[src/rtl/result_drain.sv]
// -----------------------------------------------------------------------------
// result_drain
//
// Receiving end of the batch filter's result stream. Every (dataIn, validIn)
// beat is captured into a circular buffer. The buffered words are then served
// to a downstream consumer over a valid/ready handshake. The producer cannot
// be stalled. When the buffer is full, an incoming beat is dropped, counted in
// a saturating counter, and flagged with a sticky overflow bit.
//
// Parameters
//   d_width   : result word width
//   depth     : buffer entries (power of two, >= 2)
//   cnt_width : width of the drop counter
//
// Ports
//   clk       : clock, all state changes on the rising edge
//   rst       : synchronous active-high reset
//   dataIn    : result word from the filter
//   validIn   : dataIn is valid this cycle (no ready back to the producer)
//   dataOut   : head-of-buffer word (don't-care while validOut = 0)
//   validOut  : dataOut holds a valid word
//   readyOut  : consumer accepts dataOut this cycle
//   fill      : number of words currently stored
//   overflow  : sticky flag, set once any beat has been dropped
//   dropCount : saturating count of dropped beats
//   clrOvf    : clears overflow and dropCount, wins over a same-cycle drop
// -----------------------------------------------------------------------------
module result_drain #(
    parameter int d_width   = 32,
    parameter int depth     = 16,
    parameter int cnt_width = 16
) (
    input  logic                     clk,
    input  logic                     rst,
    input  logic [d_width-1:0]       dataIn,
    input  logic                     validIn,
    output logic [d_width-1:0]       dataOut,
    output logic                     validOut,
    input  logic                     readyOut,
    output logic [$clog2(depth):0]   fill,
    output logic                     overflow,
    output logic [cnt_width-1:0]     dropCount,
    input  logic                     clrOvf
);

    localparam int                ptrWidth  = $clog2(depth);
    localparam logic [ptrWidth:0] fullLevel = (ptrWidth + 1)'(depth);

    logic [d_width-1:0]  mem [depth];
    logic [ptrWidth-1:0] wrPtr;
    logic [ptrWidth-1:0] rdPtr;
    logic [ptrWidth:0]   fillCount;
    logic [ptrWidth:0]   fillNext;
    logic                isFull;
    logic                push;
    logic                pop;
    logic                drop;

    assign isFull   = (fillCount == fullLevel);
    assign validOut = (fillCount != '0);
    assign pop      = validOut && readyOut;
    // A full buffer still accepts a beat when the head leaves in the same
    // cycle, so a FULL buffer with simultaneous push and pop loses nothing.
    assign push     = validIn && (!isFull || pop);
    assign drop     = validIn && isFull && !pop;

    // No bypass path: the head is always read from registered storage.
    assign dataOut  = mem[rdPtr];
    assign fill     = fillCount;

    always_comb begin
        // NOTE: assign a default before any branch so that every path drives
        // fillNext; a missing path would infer a latch.
        fillNext = fillCount;
        unique case ({push, pop})
            2'b10:   fillNext = fillCount + (ptrWidth + 1)'(1);
            2'b01:   fillNext = fillCount - (ptrWidth + 1)'(1);
            default: fillNext = fillCount;
        endcase
    end

    // Pointers and occupancy. Pointers are exactly log2(depth) bits wide, so
    // they wrap modulo depth without any compare.
    always_ff @(posedge clk) begin
        // NOTE: registered state uses non-blocking assignments so every
        // always_ff block samples the pre-edge values of the others.
        if (rst) begin
            wrPtr     <= '0;
            rdPtr     <= '0;
            fillCount <= '0;
        end else begin
            if (push) wrPtr <= wrPtr + ptrWidth'(1);
            if (pop)  rdPtr <= rdPtr + ptrWidth'(1);
            fillCount <= fillNext;
        end
    end

    // NOTE: the storage array has no reset; valid/fill tracking alone decides
    // what is meaningful, so clearing the data would only cost logic.
    // Beats that arrive while rst is high are ignored.
    always_ff @(posedge clk) begin
        if (push && !rst) begin
            mem[wrPtr] <= dataIn;
        end
    end

    // Overflow bookkeeping. clrOvf wins over a drop in the same cycle, so that
    // drop is neither flagged nor counted.
    always_ff @(posedge clk) begin
        if (rst || clrOvf) begin
            overflow  <= 1'b0;
            dropCount <= '0;
        end else if (drop) begin
            overflow <= 1'b1;
            if (dropCount != '1) begin
                dropCount <= dropCount + cnt_width'(1);
            end
        end
    end

endmodule

[config.mk]
export PLATFORM = sky130hd
export DESIGN_NAME = result_drain
export DESIGN_NICKNAME = d
export VERILOG_FILES = /design/src/rtl/result_drain.sv
export SDC_FILE = /design/constraint.sdc
export NUM_CORES = 1
export LEC_CHECK = 0
export BUFFER_PORTS_ARGS = -buffer_cell sky130_fd_sc_hd__buf_2
export CORE_MARGIN = 5
export CORE_UTILIZATION = 50
export DETAILED_ROUTE_END_ITERATION = 6
export HOLD_SLACK_MARGIN = 0.06
export PLACE_DENSITY_LB_ADDON = 0.08
export SKIP_LAST_GASP = 1
export SLEW_MARGIN = 30
export SYNTH_ARGS = -nofsm -noshare
export SYNTH_HDL_FRONTEND = slang
export SYNTH_SLANG_ARGS = --single-unit
export TNS_END_PERCENT = 20
[constraint.sdc]
create_clock -name clk -period 3.2 [get_ports clk]
set_input_delay 0.16 -clock clk [delete_from_list [all_inputs] [get_ports clk]]
set_output_delay 0.16 -clock clk [all_outputs]
set_load 0.01 [all_outputs]
Word-level counts from Yosys, hierarchy flattened
Memory sizes are Yosys's and may differ from the RTL's. A register that Yosys moved wholly into a read port is not among the register bits.
Index checks and enable logic that the tools add are counted.
- mux-type cells: 5
- add/subtract/negate cells: 5
- reduce and logical (&&, ||, !) cells: 13
- eq/ne operators: 4
- operator list (operator ; number):
    16-bit by 1-bit adder with 16-bit output (second input constant) ; 1
    16-bit inequality test (second input constant) ; 1
    5-bit case mux with 2 select lines ; 1
    4-bit by 1-bit adder with 4-bit output (second input constant) ; 2
    4-bit 2-to-1 mux ; 2
    5-bit by 1-bit adder with 5-bit output (second input constant) ; 1
    5-bit equality test (second input constant) ; 1
    1-bit logical AND ; 5
    5-bit nonzero test ; 1
    5-bit by 1-bit subtractor with 5-bit output (second input constant) ; 1
    1-bit logical NOT ; 3
    2-bit by 1-bit equality test with 1-bit output (second input constant) ; 1
    2-bit equality test (second input constant) ; 1
    1-bit logical OR ; 2
    1-bit 2-to-1 mux ; 2
    2-bit AND reduction ; 1
    2-bit nonzero test ; 1
- bits in registers: 30
- bits of input ports: 37
- word-level logic and storage cells: 33
- memories: 1
- memory bits (writable): 512
- output and inout port bits: 55
- memories (memory ; depth ; bits a word ; read ports ; clocked after Yosys merged registers in ; write ports ; line ; text):
    mem ; 16 ; 32 ; 1 ; 1 ; 1 ; 49 ; logic [d_width-1:0] mem [depth];

Depth between registers and ports, before layout
Gate-level depths: netlist of the first run.
- word-level depth: 7
- mapped depth: 9
- mapped depth without buffers: 8

Worst setup path before layout of the first run
Ideal clock, no wire load.
- path type: register -> register
- start point: reg fillCount[1] (netlist: fill[1])
- end point: mem mem[4][0], enable pin
- data required time: 2.779 ns
- path slack: 0.124 ns
- library setup time: 0.421 ns
- arrival: 2.655 ns
- path buffers: 2
- cell stages (with the launch flop): 7
- period minus slack after synthesis: 3.076 ns
- path through: dfxtp_1 buf_6 nor4_1 clkbuf_1 a21oi_1 nand2_1 nor2_1
- cells in the longest elaborated chain, start to end: 7
- ends and longest elaborated chain (item ; line ; text):
    from (decl) ; 52 ; logic [ptrWidth:0] fillCount;
    from (signal assigned) ; 94 ; fillCount <= fillNext;
    5-bit equality test / 5-bit nonzero test (equally long branches) ; 59, 60 ;
    1-bit logical NOT / 1-bit logical AND (equally long branches) ; 64, 61 ;
    1-bit logical OR * ; 64 ; assign push = validIn && (!isFull || pop);
    1-bit logical AND * ; 64 ;
    1-bit logical AND * ; 102 ; if (push && !rst) begin
    1-bit 2-to-1 mux * ; 102 ;
    1-bit 2-to-1 mux (not written as such) * ; 103 ; mem[wrPtr] <= dataIn;
    to (decl) ; 49 ;
Mark *: on every way between the ends. The rest lies on a longest branch, timed or not.

==> impl_metrics.toml, run 1 <==
[status]
run_status = "complete, no violations"

[synthesis]
post_synth_most_frequent_cells = "edfxtp_1, mux4_2, dfxtp_1"
syn-num-nets = 985
synthesis.yosys.warnings = 0
synth_ff_type = "edfxtp_1"
yosysTopAreaCellShare = 0.732
mappedNetlistArea_um2 = 21000
syn_avg_cell_area_um2 = 22.3
synth_seq_cells = 546
number_of_cells_produced_by_synthesis = 940
top_post_synthesis_cells_by_area = "edfxtp_1, mux4_2, dfxtp_1"
synth.largest_area_cell = "edfxtp_1"
post-synth-top-count-cell = "edfxtp_1"
synth_cell_type_count = 49
number_of_enable_flip_flop_cells_after_synthesis = 512
synth_async_sr_flop_share = 0
yosysSeqAreaShare = 0.764

[sta]
timing.setup.tns_ns = 0
fmax_ghz = 0.351
timing_worst_slew_pin_value_ns = 0.664
rsz0062_at_grt = "no"
fin_crit_sh = 0.891
finalHoldViolCount = 0
min_period_ns = 2.85
maxSlewHeadroom = 0.553
report.final.setup_viol = 0
clock_skew_after_layout_ns = 0.0160
maxSlewViolCount = 0

[floorplanning]
die_width_um = 215
die_area_um2 = 46200
start_util = 0.503
fp.coreArea_um2 = 41800
fp.dieH_um = 215
num_rows = 75
io-pin-count = 92

[setup_path]
timing.critical_path.cells = "buf_12 -> mux4_2 -> mux4_2 -> buf_2"
cpMostUsedCell = "mux4_2"
worstPathMaxFanout = 40
crit_type = "flop to output pin"
worstPathRequired_ns = 3.04
timing.critical_path.depth = 4
endpoint_class_of_the_critical_path = "output pin"
cp_num_buf_inv = 2
critical_path_data_arrival_time_ns = 2.69
family_with_the_most_delay_on_the_worst_path = "multiplexers"
type_of_origin_of_the_critical_path = "flop"
worstRegToRegCells = 6
timing.critical_path.slowest_cell_delay_ns = 0.56
crit_path_top_delay_cell = "mux4_2"

[job]
max_cap_violation_count = 0

[cts]
cts.repair.resized = 0
post-cts-setup-buffers = 0
numClockSinks = 546
h-tree-depth = 2
cts-hold-fix-buffers = 36
clock_path_buffers = 3
cts_inserted_buffers = 55
clock_tree_from_tritoncts = "done"
clock_tree.root_cell = "clkbuf_16"
clk_pin_slew_ns = 0.06
clkLatencyLatePin_ns = 0.59

[finish]
layout-drive-gt1-share = 0.337
fillerInstances = 3032
num_antenna_cells = 0
area_growth_syn_to_layout_pct = 17.3
stdcell_area_um2 = 24600
nets = 1169

[place]
gp_congestion = 0.777
buffer_ports.inserted = 91
area_post_placement_um2 = 22600
detailedPlacementHpwl_um = 25000

[global_route]
use_met1 = 0.286
grtUsageMet3 = 0.0298
number_of_antenna_violations_at_the_first_check_in_global_routing = 1
globalRouteMet2Util = 0.312
gr-max-usage-layer = "met2"
wire_length_of_the_first_global_routing_pass_um = 67400
number_of_global_route_vias_before_repair = 10476
globalRouteTotalUtil = 0.195
grt_max_degree = 41
global_route.overflow_total = 0

[worst_hold_path]
worstHoldPathType = "primary input to flop"
worst_hold_path.num_cells = 3

[pwr]
power_frac_comb = 0.181
power_per_cell_area_nw_per_um2 = 704
power.net_switching_uw = 4190
cellInternalPower_uw = 13100
power.share.switching = 0.242
p_leak_uw = 0.00772
vdd_ir_drop_max_uv = 435
power_frac_seq = 0.468
clock_power_share = 0.351

[drt]
drt-initial-drc-count = 710
routedWlPerCell_um = 26.1
routed-via-count = 10039
final_antenna_net_count = 0
final_routed_wirelength_um = 44500
viasPerCell = 5.89
drt_drc_violations_left = 0
first_pass_iters = 5
==> sequential cells by signal, indices dropped and copies added (netlist names), named ones only <==
| register | flops |
|---|---|
| dropCount | 16 |
| fill | 5 |
| mem | 512 |
| overflow | 1 |
| rdPtr | 4 |
| wrPtr | 4 |
==> worst register-to-register path: stages, from the launching register on <==
cell	delay (ns)
dfxtp_1	0.50
nor4_1	0.10
buf_4	0.19
a21oi_1	0.39
nand2_1	0.35
nor2_4	0.53
buf_4	0.25
==> through the flow <==
stage | setup WS [ns] | instances | hold WS [ns] | util | power (uW)
floorplan | 0.124 | 940 | 0.259 | - | 10500
global placement | 0.617 | 1570 | 0.448 | 0.541 | 11400
detailed placement | 0.599 | 1570 | 0.466 | 0.541 | 11400
CTS | 0.268 | 1704 | 0.369 | 0.590 | 17500
global route | 0.219 | 1704 | 0.415 | 0.590 | 18000
finish | 0.349 | 1704 | 0.414 | 0.590 | 17300
==> kinds of logic (layout without fill, tap and decap cells) <==
kind of cell               count (synthesis)  after routing  synth area share
and+or+nand+nor                          109            109            0.0271
buffers and inverters                     55            280            0.0107
AOI/OAI and AO/OA                         47             47            0.0148
DFF                                      546            546             0.764
xor gates and xnor gates                   7              7           0.00292
muxes                                    168            168             0.175
adders and majority gates                  8              8           0.00477
==> cell usage in the layout, fill, tap and decap left out, types with 6 or more instances in the layout <==
master         instances
dlygate4sd3_1         36
clkbuf_16             55
buf_2                 91
edfxtp_1             512
nor4_1                 9
buf_12                13
nor3_1                 8
a21oi_1               16
or3_1                  9
clkbuf_1               6
ha_1                   8
buf_4                 32
inv_1                 10
nor2_4                16
mux4_2               160
clkinv_1              20
clkinv_2               8
dfxtp_1               30
nand2_1               13
nand3_1               10
mux2i_1                6
nor2_1                17
o21ai_0                6
==> power by group through the flow <==
stage | clock network [uW] | registers (uW) | logic [uW]
floorplan | 0 | 8170 | 2300
global placement | 0 | 8260 | 3160
detailed placement | 0 | 8270 | 3170
CTS | 6210 | 8110 | 3210
global route | 6530 | 8130 | 3390
finish | 6090 | 8110 | 3130
==> final cells by class <==
cell class	count	area, um^2	share of cell area
flip-flops and latches	546	16100	0.652
multi-input cells	339	4850	0.197
clock buffers	61	1400	0.0568
repair buffers	172	1320	0.0534
well taps	539	674	0.0274
clock inverters	37	295	0.0120
inverters	10	37.5	0.00152
==> final timing paths <==
check                               from          to  slack (ns)
worst min-delay path                 rst        flop        0.41
worst max-delay path                flop  dataOut[2]        0.35
worst max register to register   fill[1]  mem[5][17]        0.59
worst min register to register  overflow    overflow        0.47
==> metal layers <==
metal | part of all wire | wire length, um
met3 | 0.047 | 2110
met2 | 0.48 | 21600
met1 | 0.45 | 19900
met4 | 0.021 | 925
met5 | 0.00029 | 13
Note: power is estimated with default switching activity, not from simulation.
==> inputs of run 2 (changes only) <==
Settings changed: CTS_BUF_LIST from default to sky130_fd_sc_hd__clkbuf_4 sky130_fd_sc_hd__clkbuf_8.
==> impl_metrics.toml, run 2 (synthesis results as in run 1) <==
[status]
run_status = "complete, no violations"

[sta]
maxSlewHeadroom = 0.559
timing_worst_slew_pin_value_ns = 0.662
rsz0062_at_grt = "no"
report.final.setup_viol = 0
timing.setup.tns_ns = 0
maxSlewViolCount = 0
fmax_ghz = 0.346
fin_crit_sh = 0.903
clock_skew_after_layout_ns = 0.0165
finalHoldViolCount = 0
worst_hold_check_slack_ns = 0.372
min_period_ns = 2.89

[drt]
final_routed_wirelength_um = 45100
drt-initial-drc-count = 703
viasPerCell = 5.81
final_antenna_net_count = 0
routed-via-count = 10208
drt_drc_violations_left = 0
routedWlPerCell_um = 25.7
first_pass_iters = 5

[global_route]
wire_length_of_the_first_global_routing_pass_um = 68500
number_of_global_route_vias_before_repair = 10814
grt_max_degree = 41
globalRouteTotalUtil = 0.198
number_of_antenna_violations_at_the_first_check_in_global_routing = 1
global_route.overflow_total = 0

[setup_path]
cpMostUsedCell = "mux4_2"
cp_num_buf_inv = 2
worstPathMaxFanout = 40
critical_path.reg2reg.startpoint = "fill[1]"
worstPathRequired_ns = 3.04
family_with_the_most_delay_on_the_worst_path = "multiplexers"
critical_path_data_arrival_time_ns = 2.73
crit_type = "flop to output pin"
crit_path_top_delay_cell = "dfxtp_4"
timing.critical_path.slowest_cell_delay_ns = 0.70
timing.critical_path.cells = "buf_12 -> mux4_2 -> mux4_2 -> buf_2"
endpoint_class_of_the_critical_path = "output pin"
type_of_origin_of_the_critical_path = "flop"

[finish]
final_cell_mix = "edfxtp_1, mux4_2, clkbuf_8, buf_2, dlygate4sd3_1"
layout-drive-gt1-share = 0.374
top_register = "mem"
stdcell_area_um2 = 24600
final_common_cell = "edfxtp_1"
layout.core_utilization = 0.589
num_antenna_cells = 0
nets = 1200
largest_register_ff_count = 512
area_growth_syn_to_layout_pct = 17.0
layout.cells.non_filler = 1757

[cts]
clock_tree_from_tritoncts = "done"
cts_inserted_buffers = 86
clock_path_buffers = 3
clkLatencyLatePin_ns = 0.62
clk_pin_slew_ns = 0.06
numClockSinks = 546
h-tree-depth = 3
clock_tree.root_cell = "clkbuf_8"

[pwr]
power_per_cell_area_nw_per_um2 = 686
vdd_ir_drop_max_uv = 404
p_leak_uw = 0.00777

[place]
area_post_placement_um2 = 22600
gp_congestion = 0.777
detailedPlacementHpwl_um = 25000
placed_cells = 1570
buffer_ports.inserted = 91

[job]
max_cap_violation_count = 0

[floorplanning]
start_util = 0.503
die_width_um = 215
num_rows = 75
fp.coreArea_um2 = 41800
io-pin-count = 92
die_area_um2 = 46200
fp.dieH_um = 215

[worst_hold_path]
min-delay-start = "rst"
worstHoldPathType = "primary input to flop"
==> run 2: cell types whose count changed in the layout (fill, tap and decap cells not counted), sizes merged <==
cell,change
bufinv,-5
clkbuf,+63
clkinv,-5
==> run 2: path summary, 6_finish.rpt <==
check	endpoint	slack (ns)	cells after the start
max	dataOut[22]	0.31	4
min	flop	0.37	3
max reg2reg	mem[5][16]	0.57	6
min reg2reg	overflow	0.47	2
==> run 2: layout make-up <==
| type | instances | area [um^2] |
|---|---|---|
| inverters | 10 | 37.5 |
| clock buffers | 124 | 1510 |
| repair buffers | 172 | 1320 |
| well taps | 539 | 674 |
| clock inverters | 27 | 123 |
| fillers | 3065 | 17200 |
| multi-input cells | 339 | 4850 |
| flip-flops and latches | 546 | 16100 |
==> run 2: report_power, final <==
group / leakage [uW] / switching [uW] / total, uW / internal, uW
clock: 0.000870 / 2580 / 5610 / 3020
sequential: 0.00489 / 166 / 8110 / 7950
combinational: 0.00201 / 1450 / 3130 / 1680
total: 0.00777 / 4200 / 16900 / 12700
==> run 2: routing by layer <==
metal  vias up  global-route usage  wire length (um)
li1       4444                   -                 -
met1      5432               0.286             20000
met2       289               0.315             21900
met3        41              0.0410              2560
met4         2              0.0542               615
met5         -                   0                13
==> run 2: repair_timing <==
item	CTS	global route
gates resized for setup	0	0
endpoints found under the setup margin	0	0
endpoints found under the hold margin	543	0
hold buffers	36	0
buffers inserted	0	0
==> run 2: per-stage QoR <==
stage	total power [uW]	setup slack, ns
after floorplan	10500	0.124
after global placement	11400	0.617
after detailed placement	11400	0.599
after CTS	17100	0.213
after global routing	17700	0.159
final	16900	0.311
==> run 2: worst reg2reg max path, stage by stage (launching register included) <==
cell	delay (ns)
dfxtp_1	0.51
nor4_1	0.10
buf_4	0.19
a21oi_1	0.39
nand2_1	0.35
nor2_4	0.55
buf_12	0.25
